===== src/rtl/sram_march_bist_ctrl_if.sv =====
// BIST-side bus between a March C- controller and one 1-port SRAM macro.
interface sram_march_bist_ctrl_if #(
    parameter int DATA_WIDTH = 64,
    parameter int ADDR_WIDTH = 6
);
    // Handshake: there is no valid/ready pair. Every cycle with bist_men_o=1 is exactly
    // one operation (bist_wen_o or bist_ren_o, never both) that the macro takes on the
    // next rising clock edge; read data appears on bist_dout_i for the cycle after that
    // edge and is only consumed when a compare is pending.
    logic                  bist_en_o;
    logic                  bist_men_o;
    logic                  bist_wen_o;
    logic                  bist_ren_o;
    logic [ADDR_WIDTH-1:0] bist_addr_o;
    logic [DATA_WIDTH-1:0] bist_din_o;
    logic [DATA_WIDTH-1:0] bist_bm_o;
    logic [DATA_WIDTH-1:0] bist_dout_i;

    modport master (
        output bist_en_o, bist_men_o, bist_wen_o, bist_ren_o,
        output bist_addr_o, bist_din_o, bist_bm_o,
        input  bist_dout_i
    );

    modport slave (
        input  bist_en_o, bist_men_o, bist_wen_o, bist_ren_o,
        input  bist_addr_o, bist_din_o, bist_bm_o,
        output bist_dout_i
    );
endinterface


===== src/rtl/sram_march_bist_ctrl.sv =====
// March C- BIST controller: walks M0..M5 over the macro, compares every read one
// cycle later and records pass/fail plus address and element of the first mismatch.
module sram_march_bist_ctrl #(
    parameter int DATA_WIDTH = 64,
    parameter int ADDR_WIDTH = 6
) (
    input  logic                    clk_i,
    input  logic                    rst_ni,
    input  logic                    start_i,
    output logic                    busy_o,
    output logic                    done_o,
    output logic                    pass_o,
    output logic [ADDR_WIDTH-1:0]   fail_addr_o,
    output logic [2:0]              fail_elem_o,
    output logic [3:0]              dbg_state_o,
    sram_march_bist_ctrl_if.master  bist
);

    typedef enum logic [3:0] {
        S_IDLE  = 4'd0,
        S_M0    = 4'd1,
        S_M1    = 4'd2,
        S_M2    = 4'd3,
        S_M3    = 4'd4,
        S_M4    = 4'd5,
        S_M5    = 4'd6,
        S_DRAIN = 4'd7,
        S_DONE  = 4'd8
    } state_e;

    localparam logic [ADDR_WIDTH-1:0] ADDR_MAX = {ADDR_WIDTH{1'b1}};
    localparam logic [ADDR_WIDTH-1:0] ADDR_MIN = {ADDR_WIDTH{1'b0}};
    localparam logic [ADDR_WIDTH-1:0] ADDR_ONE = {{(ADDR_WIDTH-1){1'b0}}, 1'b1};

    state_e                state_q, state_d;
    logic [ADDR_WIDTH-1:0] addr_q, addr_d;
    logic                  wr_q, wr_d;          // current op of a read/write pair
    logic                  asc;

    logic                  busy_q, busy_d;
    logic                  done_q, done_d;
    logic                  men_q, men_d;
    logic                  wen_q, wen_d;
    logic                  ren_q, ren_d;
    logic [DATA_WIDTH-1:0] din_q, din_d;
    logic [DATA_WIDTH-1:0] bm_q, bm_d;

    logic                  cmp_valid_q, cmp_valid_d;
    logic [DATA_WIDTH-1:0] exp_q, exp_d;
    logic [ADDR_WIDTH-1:0] cmp_addr_q, cmp_addr_d;
    logic [2:0]            cmp_elem_q, cmp_elem_d;
    logic                  mismatch;

    logic                  fail_q, fail_d;
    logic [ADDR_WIDTH-1:0] fail_addr_q, fail_addr_d;
    logic [2:0]            fail_elem_q, fail_elem_d;
    logic                  pass_q, pass_d;

    // Next state, address counter and read/write phase of the march sequencer.
    always_comb begin
        state_d = state_q;
        addr_d  = addr_q;
        wr_d    = wr_q;
        asc     = (state_q == S_M1) || (state_q == S_M2);
        case (state_q)
            S_IDLE: begin
                if (start_i) begin
                    state_d = S_M0;
                    addr_d  = ADDR_MIN;
                    wr_d    = 1'b1;
                end
            end
            S_M0: begin
                if (addr_q == ADDR_MAX) begin
                    state_d = S_M1;
                    addr_d  = ADDR_MIN;
                    wr_d    = 1'b0;
                end else begin
                    addr_d = addr_q + ADDR_ONE;
                end
            end
            S_M1, S_M2, S_M3, S_M4: begin
                if (!wr_q) begin
                    wr_d = 1'b1;
                end else begin
                    wr_d = 1'b0;
                    if (asc ? (addr_q == ADDR_MAX) : (addr_q == ADDR_MIN)) begin
                        // Load the next element's start address with no gap cycle.
                        case (state_q)
                            S_M1:    begin state_d = S_M2; addr_d = ADDR_MIN; end
                            S_M2:    begin state_d = S_M3; addr_d = ADDR_MAX; end
                            S_M3:    begin state_d = S_M4; addr_d = ADDR_MAX; end
                            default: begin state_d = S_M5; addr_d = ADDR_MIN; end
                        endcase
                    end else begin
                        addr_d = asc ? (addr_q + ADDR_ONE) : (addr_q - ADDR_ONE);
                    end
                end
            end
            S_M5: begin
                if (addr_q == ADDR_MAX) begin
                    state_d = S_DRAIN;
                end else begin
                    addr_d = addr_q + ADDR_ONE;
                end
            end
            S_DRAIN: state_d = S_DONE;
            default: state_d = S_IDLE;
        endcase
    end

    // Registered macro controls, decoded from the op that goes on the bus next.
    always_comb begin
        busy_d = (state_d != S_IDLE) && (state_d != S_DONE);
        done_d = (state_d == S_DONE);
        men_d  = busy_d && (state_d != S_DRAIN);
        wen_d  = men_d && wr_d;
        ren_d  = men_d && !wr_d;
        bm_d   = {DATA_WIDTH{busy_d}};
        din_d  = {DATA_WIDTH{wen_d && ((state_d == S_M1) || (state_d == S_M3))}};
    end

    // Expected data for the read now on the bus; checked against dout next cycle.
    always_comb begin
        cmp_valid_d = ren_q;
        exp_d       = exp_q;
        cmp_addr_d  = cmp_addr_q;
        cmp_elem_d  = cmp_elem_q;
        if (ren_q) begin
            exp_d      = {DATA_WIDTH{(state_q == S_M2) || (state_q == S_M4)}};
            cmp_addr_d = addr_q;
            case (state_q)
                S_M1:    cmp_elem_d = 3'd1;
                S_M2:    cmp_elem_d = 3'd2;
                S_M3:    cmp_elem_d = 3'd3;
                S_M4:    cmp_elem_d = 3'd4;
                S_M5:    cmp_elem_d = 3'd5;
                default: cmp_elem_d = 3'd0;
            endcase
        end
        mismatch = cmp_valid_q && (bist.bist_dout_i != exp_q);
    end

    // First-failure capture and pass flag, which only changes when DRAIN ends.
    always_comb begin
        fail_d      = fail_q;
        fail_addr_d = fail_addr_q;
        fail_elem_d = fail_elem_q;
        pass_d      = pass_q;
        if ((state_q == S_IDLE) && start_i) begin
            fail_d      = 1'b0;
            fail_addr_d = ADDR_MIN;
            fail_elem_d = 3'd0;
        end else if (mismatch && !fail_q) begin
            fail_d      = 1'b1;
            fail_addr_d = cmp_addr_q;
            fail_elem_d = cmp_elem_q;
        end
        if (state_q == S_DRAIN) begin
            pass_d = !(fail_q || mismatch);
        end
    end

    // All state and output flops; reset returns straight to IDLE with outputs low.
    always_ff @(posedge clk_i or negedge rst_ni) begin
        if (!rst_ni) begin
            state_q     <= S_IDLE;
            addr_q      <= ADDR_MIN;
            wr_q        <= 1'b0;
            busy_q      <= 1'b0;
            done_q      <= 1'b0;
            men_q       <= 1'b0;
            wen_q       <= 1'b0;
            ren_q       <= 1'b0;
            din_q       <= '0;
            bm_q        <= '0;
            cmp_valid_q <= 1'b0;
            exp_q       <= '0;
            cmp_addr_q  <= ADDR_MIN;
            cmp_elem_q  <= 3'd0;
            fail_q      <= 1'b0;
            fail_addr_q <= ADDR_MIN;
            fail_elem_q <= 3'd0;
            pass_q      <= 1'b0;
        end else begin
            state_q     <= state_d;
            addr_q      <= addr_d;
            wr_q        <= wr_d;
            busy_q      <= busy_d;
            done_q      <= done_d;
            men_q       <= men_d;
            wen_q       <= wen_d;
            ren_q       <= ren_d;
            din_q       <= din_d;
            bm_q        <= bm_d;
            cmp_valid_q <= cmp_valid_d;
            exp_q       <= exp_d;
            cmp_addr_q  <= cmp_addr_d;
            cmp_elem_q  <= cmp_elem_d;
            fail_q      <= fail_d;
            fail_addr_q <= fail_addr_d;
            fail_elem_q <= fail_elem_d;
            pass_q      <= pass_d;
        end
    end

    assign busy_o           = busy_q;
    assign done_o           = done_q;
    assign pass_o           = pass_q;
    assign fail_addr_o      = fail_addr_q;
    assign fail_elem_o      = fail_elem_q;
    assign dbg_state_o      = state_q;
    assign bist.bist_en_o   = busy_q;
    assign bist.bist_men_o  = men_q;
    assign bist.bist_wen_o  = wen_q;
    assign bist.bist_ren_o  = ren_q;
    assign bist.bist_addr_o = addr_q;
    assign bist.bist_din_o  = din_q;
    assign bist.bist_bm_o   = bm_q;

endmodule


===== src/flat_wrapper.sv =====
// flat-port wrapper written by rule: the top's interface ports become plain ports
module sram_march_bist_ctrl_flat 
#(
    parameter int DATA_WIDTH = 64,
    parameter int ADDR_WIDTH = 6
)
  (clk_i, rst_ni, start_i, busy_o, done_o, pass_o, fail_addr_o, fail_elem_o, dbg_state_o, bist_bist_en_o, bist_bist_men_o, bist_bist_wen_o, bist_bist_ren_o, bist_bist_addr_o, bist_bist_din_o, bist_bist_bm_o, bist_bist_dout_i);
  sram_march_bist_ctrl_if #(.DATA_WIDTH(DATA_WIDTH), .ADDR_WIDTH(ADDR_WIDTH)) bist_i ();
  input  logic clk_i;
  input  logic rst_ni;
  input  logic start_i;
  output logic busy_o;
  output logic done_o;
  output logic pass_o;
  output logic [ADDR_WIDTH-1:0] fail_addr_o;
  output logic [2:0] fail_elem_o;
  output logic [3:0] dbg_state_o;
  output wire logic [$bits(bist_i.bist_en_o)-1:0] bist_bist_en_o;
  output wire logic [$bits(bist_i.bist_men_o)-1:0] bist_bist_men_o;
  output wire logic [$bits(bist_i.bist_wen_o)-1:0] bist_bist_wen_o;
  output wire logic [$bits(bist_i.bist_ren_o)-1:0] bist_bist_ren_o;
  output wire logic [$bits(bist_i.bist_addr_o)-1:0] bist_bist_addr_o;
  output wire logic [$bits(bist_i.bist_din_o)-1:0] bist_bist_din_o;
  output wire logic [$bits(bist_i.bist_bm_o)-1:0] bist_bist_bm_o;
  input wire logic [$bits(bist_i.bist_dout_i)-1:0] bist_bist_dout_i;
  assign bist_bist_en_o = bist_i.bist_en_o;
  assign bist_bist_men_o = bist_i.bist_men_o;
  assign bist_bist_wen_o = bist_i.bist_wen_o;
  assign bist_bist_ren_o = bist_i.bist_ren_o;
  assign bist_bist_addr_o = bist_i.bist_addr_o;
  assign bist_bist_din_o = bist_i.bist_din_o;
  assign bist_bist_bm_o = bist_i.bist_bm_o;
  assign bist_i.bist_dout_i = bist_bist_dout_i;
  sram_march_bist_ctrl #(.DATA_WIDTH(DATA_WIDTH), .ADDR_WIDTH(ADDR_WIDTH)) u_core (.clk_i(clk_i), .rst_ni(rst_ni), .start_i(start_i), .busy_o(busy_o), .done_o(done_o), .pass_o(pass_o), .fail_addr_o(fail_addr_o), .fail_elem_o(fail_elem_o), .dbg_state_o(dbg_state_o), .bist(bist_i));
endmodule

===== config.mk =====
export PLATFORM = sky130hd
export DESIGN_NAME = sram_march_bist_ctrl_flat
export DESIGN_NICKNAME = d
export VERILOG_FILES = /design/src/rtl/sram_march_bist_ctrl_if.sv /design/src/rtl/sram_march_bist_ctrl.sv /design/src/flat_wrapper.sv
export SDC_FILE = /design/constraint.sdc
export NUM_CORES = 1
export LEC_CHECK = 0
export BUFFER_PORTS_ARGS = -buffer_cell sky130_fd_sc_hd__buf_2
export CORE_ASPECT_RATIO = 2
export CORE_MARGIN = 1
export CORE_UTILIZATION = 33
export DETAILED_ROUTE_END_ITERATION = 10
export PLACE_DENSITY = 0.7
export SYNTH_ARGS = -nofsm -noshare
export SYNTH_HDL_FRONTEND = slang
export SYNTH_SLANG_ARGS = --single-unit

===== constraint.sdc =====
create_clock -name clk_i -period 2.15 [get_ports clk_i]
set_clock_uncertainty 0.1 [all_clocks]
set_input_delay 0.1075 -clock clk_i [delete_from_list [all_inputs] [get_ports clk_i]]
set_output_delay 0.1075 -clock clk_i [all_outputs]
set_load 0.01 [all_outputs]

==> results of run 1 <==
## Yosys cell counts, types with 3 or more instances
library cell,n,area share [%]
sky130_fd_sc_hd__buf_4,128,27
sky130_fd_sc_hd__nand2_1,41,4.4
sky130_fd_sc_hd__dfrtp_1,39,28
sky130_fd_sc_hd__nand3_1,20,2.8
sky130_fd_sc_hd__nor2_1,16,1.7
sky130_fd_sc_hd__nor3_1,16,2.3
sky130_fd_sc_hd__o21ai_0,13,1.8
sky130_fd_sc_hd__inv_1,12,1.3
sky130_fd_sc_hd__mux2i_1,11,3.1
sky130_fd_sc_hd__or3_1,10,1.8
sky130_fd_sc_hd__clkbuf_1,9,0.96
sky130_fd_sc_hd__nand4_1,9,1.6
sky130_fd_sc_hd__nor4_1,8,1.4
sky130_fd_sc_hd__a21oi_1,7,0.99
sky130_fd_sc_hd__mux2_2,7,2.2
sky130_fd_sc_hd__or4_1,7,1.5
sky130_fd_sc_hd__nor2b_1,6,1.1
sky130_fd_sc_hd__o22ai_1,5,0.88
sky130_fd_sc_hd__buf_2,4,0.57
sky130_fd_sc_hd__nand2b_1,4,0.71
sky130_fd_sc_hd__o211ai_1,4,0.85
sky130_fd_sc_hd__o311ai_0,4,0.99
sky130_fd_sc_hd__a32oi_1,3,0.74
## logic make-up after synthesis
family / count (synthesis) / synth area share (%)
buffers and inverters: 155 / 30.17
adder cells (fa/ha/maj): 2 / 0.7074
multiplexers: 18 / 5.342
AND/OR/NAND/NOR: 151 / 22.64
XOR/XNOR: 4 / 0.9906
AO/OA/AOI/OAI: 58 / 12.56
flip-flops: 39 / 27.59
## power groups by stage
stage          clock network [W]   logic, W  registers (W)
3_5_place_dp                   0   0.000109       0.000747
2_1_floorplan                  0  0.0000161       0.000748
4_1_cts                 0.000766   0.000112       0.000734
5_1_grt                 0.000788   0.000127       0.000733
3_3_place_gp                   0   0.000107       0.000747
6_report                0.000756   0.000116       0.000734
## registers in the layout, indices dropped and copies added (netlist names)
signal and cells:
u_core.dbg_state_o 4, u_core.bist.bist_din_o 1, u_core.wr_q 1, u_core.cmp_valid_q 1, u_core.bist.bist_ren_o 1, u_core.cmp_elem_q 3
u_core.exp_q 1, u_core.bist.bist_men_o 1, u_core.fail_addr_o 6, u_core.fail_q 1, u_core.bist.bist_wen_o 1, u_core.fail_elem_o 3
u_core.pass_o 1, u_core.bist.bist_addr_o 6, u_core.done_o 1, u_core.bist.bist_en_o 1, u_core.cmp_addr_q 6
## routing by layer
layer,share of wire (%),vias to the layer above
met5,0,-
met4,5.4,0
met3,5.8,38
met2,55,217
met1,34,1618
li1,-,1642
## placed cells by master (no fill, tap or decap), types with 3 or more instances in the layout
cell and instances:
sky130_fd_sc_hd__nand3_1 20, sky130_fd_sc_hd__inv_1 12, sky130_fd_sc_hd__o211ai_1 4, sky130_fd_sc_hd__o22ai_1 3, sky130_fd_sc_hd__nor2_1 15, sky130_fd_sc_hd__mux2i_1 11, sky130_fd_sc_hd__nand2_1 41, sky130_fd_sc_hd__a21oi_1 7
sky130_fd_sc_hd__buf_4 47, sky130_fd_sc_hd__nor4_1 6, sky130_fd_sc_hd__o21ai_0 12, sky130_fd_sc_hd__mux2_2 7, sky130_fd_sc_hd__dfrtp_1 37, sky130_fd_sc_hd__or4_1 7, sky130_fd_sc_hd__nand4_1 9, sky130_fd_sc_hd__clkbuf_16 5
sky130_fd_sc_hd__nor4_2 3, sky130_fd_sc_hd__nor3_1 16, sky130_fd_sc_hd__buf_2 221, sky130_fd_sc_hd__nor2b_1 6, sky130_fd_sc_hd__nand2b_1 4, sky130_fd_sc_hd__or3_1 8
## worst min path at each step
stage | end | slack (ns) | cells past startpoint | startpoint
after floorplan | u_core.bist.bist_addr_o[0]$_DFFE_PN0P_ | -0.29 | 0 | rst_ni
after global placement | u_core.cmp_valid_q$_DFF_PN0_ | 0.17 | 1 | rst_ni
after detailed placement | u_core.cmp_valid_q$_DFF_PN0_ | 0.17 | 1 | rst_ni
after CTS | u_core.wr_q$_DFF_PN0_ | 0.23 | 3 | start_i
after global routing | u_core.wr_q$_DFF_PN0_ | 0.32 | 3 | start_i
final | u_core.wr_q$_DFF_PN0_ | 0.27 | 3 | start_i
## final cells by class
type / instances / area [sq um]
clock buffer: 5 / 125.1
clock inverter: 3 / 23.77
fill: 1068 / 6053
inverter: 12 / 45.04
multi-input combinational: 234 / 1572
sequential: 39 / 978.4
tap: 137 / 171.4
timing repair buffer: 271 / 1509
## worst max-delay path, delay by kind of cell, from the launching register on
kind / cells / cell delay [ns]
multiplexers: 1 / 0.14
buffers and inverters: 2 / 0.34
AO/OA/AOI/OAI: 2 / 0.49
flip-flops: 1 / 0.41
AND/OR/NAND/NOR: 3 / 0.62
## what timing repair did
action,4_1_cts,5_1_grt
resized for setup,6,12
endpoints found under the setup margin,12,19
buffers inserted,4,2
hold endpoints to repair,39,0
hold buffers,1,0
cloned,1,0
pin swaps,3,3
## per-stage QoR
| step | setup TNS, ns | worst slack [ns] | hold WS, ns |
|---|---|---|---|
| floorplan | 0 | 0.01208 | -0.2881 |
| global placement | -0.4830 | -0.1152 | 0.1669 |
| detailed placement | -1.007 | -0.1875 | 0.1738 |
| CTS | -0.6974 | -0.08152 | 0.2321 |
| global route | -1.790 | -0.1813 | 0.3229 |
| finish | -0.5965 | -0.06985 | 0.2663 |
==> flow_summary_export.csv, run 1 <==
group,metric,value,unit
sta,grt_setup_unrepaired,"yes",
final_layout,layout.core_utilization,42.23,%
clock_network,cts.path.max_buffers,2,
sta,timing_hold_violations_final,0,
critical_path,worst_reg2reg_endpoint,"u_core.fail_elem_o[0]$_DFFE_PN0P_",
sta,setup_slack,-0.06985,ns
detailed_routing,via_per_inst,5.014,
run_status,failed_checks,"setup timing",
yosys,synth.yosys.seq_area_share,27.59,%
clock_network,tritoncts_num_sinks,39,
floorplan,die_x,75.21,microns
detailed_routing,drt-total-wl,10730,microns
sta,setup_viol,11,
power,worst_ir_drop_vdd,0.3844,mV
floorplan,floorplan.rows,53,
placed_design,port-buffer-count,220,
floorplan,floorplan.core_area,10480,sq um
power,internal_power,0.001224,W
sta,final_cycle_share,103.2,%
sta,worst_max_slew_margin_expressed_relative_to_the_limit,41.42,%
yosys,synth_nets,496,
grt,globalRouteMet2Util,36.67,%
sta,period_needed,2.220,ns
clock_network,cts_tree,"done",
power,power.density,362.9,nW/um^2
critical_path,path_class,"flop to flop",
final_layout,nets_finish,632,
floorplan,initial_utilization,33.76,%
yosys,total_standard_cell_area_after_synthesis,3537,sq um
detailed_routing,first_pass_iters,4,
run_status,run_status,"complete, but fails checks",
power,power.sequential.fraction,45.7,%
placed_design,gp_congestion,0.9213,
final_layout,final_cells,701,
detailed_routing,detail_route.iter0.violations,126,
floorplan,pin_count,221,
grt,grt_met3_usage,2.304,%
critical_path,crit_required,2.21,ns
flow_run,cap_viol_max_count,0,
critical_path,critPathCapture,"u_core.fail_elem_o[0]$_DFFE_PN0P_",
critical_path,crit_chain,"buf_12, or3_1, nor4_2, o22ai_2, o41ai_4, buf_4, nor2_4, mux2i_1",
detailed_routing,wl_per_cell,15.31,microns
critical_path,worst_path_max_delay_cell,"sky130_fd_sc_hd__dfrtp_1",
power,clkPwrFrac,47.1,%
final_layout,post-route-cell-area,4424,sq um
final_layout,n_antenna_cell,0,
power,design_power_total,0.001605,W
detailed_routing,final_ant_viol_nets,0,
critical_path,endpoint_kind,"flop",
clock_network,cts_max_level,2,
critical_path,reg2reg_setup_slack,-0.07,ns
sta,worst_pin_slew,0.8787,ns
grt,track_usage,19.27,%
critical_path,cp_slowest_stage_delay,0.41,ns
critical_path,reg2reg_from,"u_core.exp_q[0]$_DFFE_PN0P_",
yosys,synthCells,427,
critical_path,worstSetupStartpointType,"flop",
yosys,synth-edff-count,0,
yosys,synth-seq-cells,39,
detailed_routing,routed-via-count,3515,
grt,grt_pass1_vias,3215,
power,leakage,2.205,nW
critical_path,timing.critical_path.from,"u_core.exp_q[0]$_DFFE_PN0P_",
power,p_sw,0.0003817,W
yosys,asyncSetResetFlopFracSynth,100.0,%
grt,grt_first_pass_wirelength,16020,microns
grt,grt_max_usage_layer,"met2",
sta,max_freq,450.5,MHz
placed_design,estimated_wirelength_of_the_detail_placed_design,8576,microns
clock_network,cts.clk_slew.worst_paths,0.06,ns
yosys,ys_warn_count,0,
grt,antenna_violations_before_repair,0,
power,netSwitchingFraction,23.78,%
floorplan,floorplan.die.height,148.4,microns
yosys,synthDistinctLibCells,55,
final_layout,layout-drive-gt1-share,54.79,%
floorplan,die-area,11160,sq um
yosys,synth_top_flop_cell,"sky130_fd_sc_hd__dfrtp_1",
final_layout,syn_to_final_growth,25.08,%
clock_network,tritoncts.num_buffers,5,
clock_network,clk_latency_worst_skew_pair,0.29,ns
critical_path,cp.arrival,2.28,ns
power,share_of_total_power_in_combinational_logic,7.2,%
placed_design,dpl-instance-area,4143,sq um
critical_path,worstPathMaxFanout,7,
placed_design,place.detailed.instances,685,
detailed_routing,drc,0,
sta,timing_max_transition_violations_final,0,
critical_path,ff2ff_path_depth,8,
yosys,post_synth.cell_area_avg,8.284,sq um
grt,groute.layer.met1.usage,18.68,%
grt,grt_overflow_total,0,
grt,grt_start_max_net_pins,67,
hold_path,timing.hold.worst.class,"input port to flop",
clock_network,clockRootBuffer,"sky130_fd_sc_hd__clkbuf_16",
Note: power is estimated with default switching activity, not from simulation.
==> run 2: changes to the inputs <==
--- a/config.mk
+++ b/config.mk
@@ -6,4 +6,5 @@
 export NUM_CORES = 1
 export LEC_CHECK = 0
+export ABC_AREA = 0
 export BUFFER_PORTS_ARGS = -buffer_cell sky130_fd_sc_hd__buf_2
 export CORE_ASPECT_RATIO = 2
==> constraint.sdc (replaced) <==
create_clock -name clk_i -period 2.15 [get_ports clk_i]
set_clock_uncertainty 0.1 [all_clocks]
set_input_delay 0 -clock clk_i [delete_from_list [all_inputs] [get_ports clk_i]]
set_output_delay 0 -clock clk_i [all_outputs]
set_load 0.01 [all_outputs]
==> run 2 against run 1 <==
Net effect:
- highest routed layer unchanged
- the run still ends with setup timing left
- largest cell class unchanged
- total power up 0.12%
- global-route usage down 0.33 points
- sequential power about the same
- core utilization up 0.45 points
- via count up 1.1%
==> flow_summary_export.csv, run 2 (same netlist as run 1, synthesis figures left out) <==
group,metric,value,unit
critical_path,worstPathMaxFanout,7,
final_layout,nets_finish,629,
final_layout,syn_to_final_growth,26.42,%
sta,worst_pin_slew,0.8873,ns
placed_design,estimated_wirelength_of_the_detail_placed_design,8736,microns
critical_path,worst_path_max_delay_cell,"sky130_fd_sc_hd__dfrtp_2",
critical_path,path_class,"flop to flop",
grt,track_usage,18.94,%
critical_path,endpoint_kind,"flop",
detailed_routing,routed-via-count,3555,
power,netSwitchingFraction,23.79,%
power,clkPwrFrac,46.6,%
sta,setup_viol,11,
power,p_sw,0.0003824,W
power,design_power_total,0.001607,W
final_layout,fill_cells,1038,
final_layout,layout-drive-gt1-share,55.97,%
critical_path,reg2reg_setup_slack,-0.07,ns
grt,antenna_violations_before_repair,0,
detailed_routing,detail_route.iter0.violations,89,
detailed_routing,wl_met2,6139,microns
sta,grt_setup_unrepaired,"yes",
grt,grt_first_pass_wirelength,15690,microns
detailed_routing,met3_wirelength,613,microns
hold_path,hold_start,"start_i",
hold_path,whs_endpoint,"u_core.wr_q$_DFF_PN0_",
final_layout,final_common_cell,"sky130_fd_sc_hd__buf_2",
sta,max_freq,449.7,MHz
detailed_routing,via_per_inst,5.093,
clock_network,clockRootBuffer,"sky130_fd_sc_hd__clkbuf_16",
clock_network,cts_max_level,2,
run_status,failed_checks,"setup timing",
critical_path,cp_slowest_stage_delay,0.43,ns
detailed_routing,drt-total-wl,10870,microns
placed_design,post-place-ws,-0.1121,ns
floorplan,floorplan.die.height,148.4,microns
sta,worst_max_slew_margin_expressed_relative_to_the_limit,40.85,%
critical_path,reg2reg_from,"u_core.exp_q[0]$_DFFE_PN0P_",
detailed_routing,route.layer.met1.wl,3672,microns
sta,final_cycle_share,103.4,%
power,power.sequential.fraction,45.7,%
critical_path,crit_required,2.21,ns
power,share_of_total_power_in_combinational_logic,7.7,%
power,worst_ir_drop_vdd,0.5488,mV
final_layout,n_antenna_cell,0,
sta,period_needed,2.224,ns
detailed_routing,dr.max_layer_used,"met4",
clock_network,cts.clk_slew.worst_paths,0.06,ns
power,power.density,359.4,nW/um^2
floorplan,floorplan.rows,53,
placed_design,gp_congestion,0.9428,
detailed_routing,wl_per_cell,15.57,microns
clock_network,cts_tree,"done",
hold_path,worst_hold_path.num_cells,3,
flow_run,cap_viol_max_count,0,
floorplan,floorplan.core_area,10480,sq um
clock_network,clk_latency_worst_skew_pair,0.29,ns
critical_path,cp.arrival,2.29,ns
clock_network,cts.path.max_buffers,2,
placed_design,port-buffer-count,220,
sta,timing_hold_violations_final,0,
critical_path,worst_reg2reg_endpoint,"u_core.fail_elem_o[1]$_DFFE_PN0P_",
detailed_routing,final_ant_viol_nets,0,
final_layout,most_frequent_cells_in_the_layout,"sky130_fd_sc_hd__buf_2 (221), sky130_fd_sc_hd__buf_4 (45), sky130_fd_sc_hd__nand2_1 (40), sky130_fd_sc_hd__dfrtp_1 (38), sky130_fd_sc_hd__nand3_1 (20)",
grt,grt_pass1_vias,3122,
critical_path,ff2ff_path_depth,8,
clock_network,tritoncts_num_sinks,39,
floorplan,initial_utilization,33.76,%
power,leakage,2.223,nW
floorplan,pin_count,221,
sta,timing_max_transition_violations_final,0,
detailed_routing,drc,0,
power,internal_power,0.001225,W
floorplan,die_x,75.21,microns
detailed_routing,first_pass_iters,5,
grt,grt_overflow_total,0,
floorplan,die-area,11160,sq um
clock_network,tritoncts.num_buffers,5,
critical_path,crit_chain,"buf_12, or3_4, nor4_4, o22ai_2, o41ai_4, buf_4, nor2_4, mux2i_1",
grt,grt_start_max_net_pins,67,
run_status,run_status,"complete, but fails checks",
critical_path,worstSetupStartpointType,"flop",
sta,setup_slack,-0.07386,ns
hold_path,timing.hold.worst.class,"input port to flop",
-- run 2: through the flow --
step / cells / TNS [ns] / util, % / area [sq um] / hold slack (ns)
after floorplan: 427 / 0 / - / 3537 / -0.3956
after global placement: 683 / -0.4354 / 39.28 / 4115 / 0.04853
after detailed placement: 683 / -0.9315 / 39.28 / 4115 / 0.06620
after CTS: 697 / -0.6034 / 41.41 / 4339 / 0.1118
after global routing: 698 / -1.349 / 42.68 / 4472 / 0.1725
final: 698 / -0.5654 / 42.68 / 4472 / 0.1331
-- run 2: cell type report --
class                   count  area [sq um]  area share, %
multi-input cells         234          1655          37.02
repair buffers            268          1474          32.96
flip-flops and latches     39         977.2          21.85
well taps                 137         171.4          3.833
clock buffers               5         125.1          2.798
inverters                  12         45.04          1.007
clock inverters             3         23.77         0.5316
-- run 2: power groups by stage --
stage	Clock, W	Sequential, W	Combinational [W]
floorplan	0	0.000748	0.0000161
global placement	0	0.000747	0.000106
detailed placement	0	0.000747	0.000108
CTS	0.000762	0.000734	0.000112
global route	0.000797	0.000733	0.000135
finish	0.000749	0.000734	0.000124
-- run 2: worst max-delay path by stage --
stage / from / endpoint / slack [ns] / cells after the start
6_report: u_core.exp_q[0]$_DFFE_PN0P_ / u_core.fail_elem_o[1]$_DFFE_PN0P_ / -0.07 / 8
5_1_grt: u_core.exp_q[0]$_DFFE_PN0P_ / u_core.fail_elem_o[2]$_DFFE_PN0P_ / -0.14 / 10
4_1_cts: u_core.exp_q[0]$_DFFE_PN0P_ / u_core.fail_addr_o[5]$_DFFE_PN0P_ / -0.07 / 10
3_5_place_dp: u_core.exp_q[0]$_DFFE_PN0P_ / u_core.fail_elem_o[1]$_DFFE_PN0P_ / -0.11 / 7
3_3_place_gp: u_core.exp_q[0]$_DFFE_PN0P_ / u_core.fail_addr_o[3]$_DFFE_PN0P_ / -0.05 / 7
2_1_floorplan: u_core.bist.bist_addr_o[0]$_DFFE_PN0P_ / u_core.bist.bist_ren_o$_DFF_PN0_ / 0.01 / 7
-- run 2: worst max-delay path, delay by kind of cell, from the launching register on --
kind	cells	cell delay (ns)
and+or+nand+nor	3	0.75
DFF	1	0.43
AOI/OAI and AO/OA	2	0.36
buffers and inverters	2	0.33
muxes	1	0.14
-- run 2: repair_timing --
action / in CTS / in global routing
hold buffers: 1 / 0
resized for setup: 5 / 27
endpoints found under the setup margin: 11 / 20
endpoints found under the hold margin: 39 / 0
setup buffers: 4 / 1
cloned: 1 / 0
pin swaps: 3 / 6
-- run 2: per-layer routing --
metal | GRT usage, % | vias to the layer above
met5 | 0 | -
met4 | 8.611 | 0
met3 | 2.100 | 33
met2 | 37.57 | 214
met1 | 18.26 | 1667
li1 | - | 1641
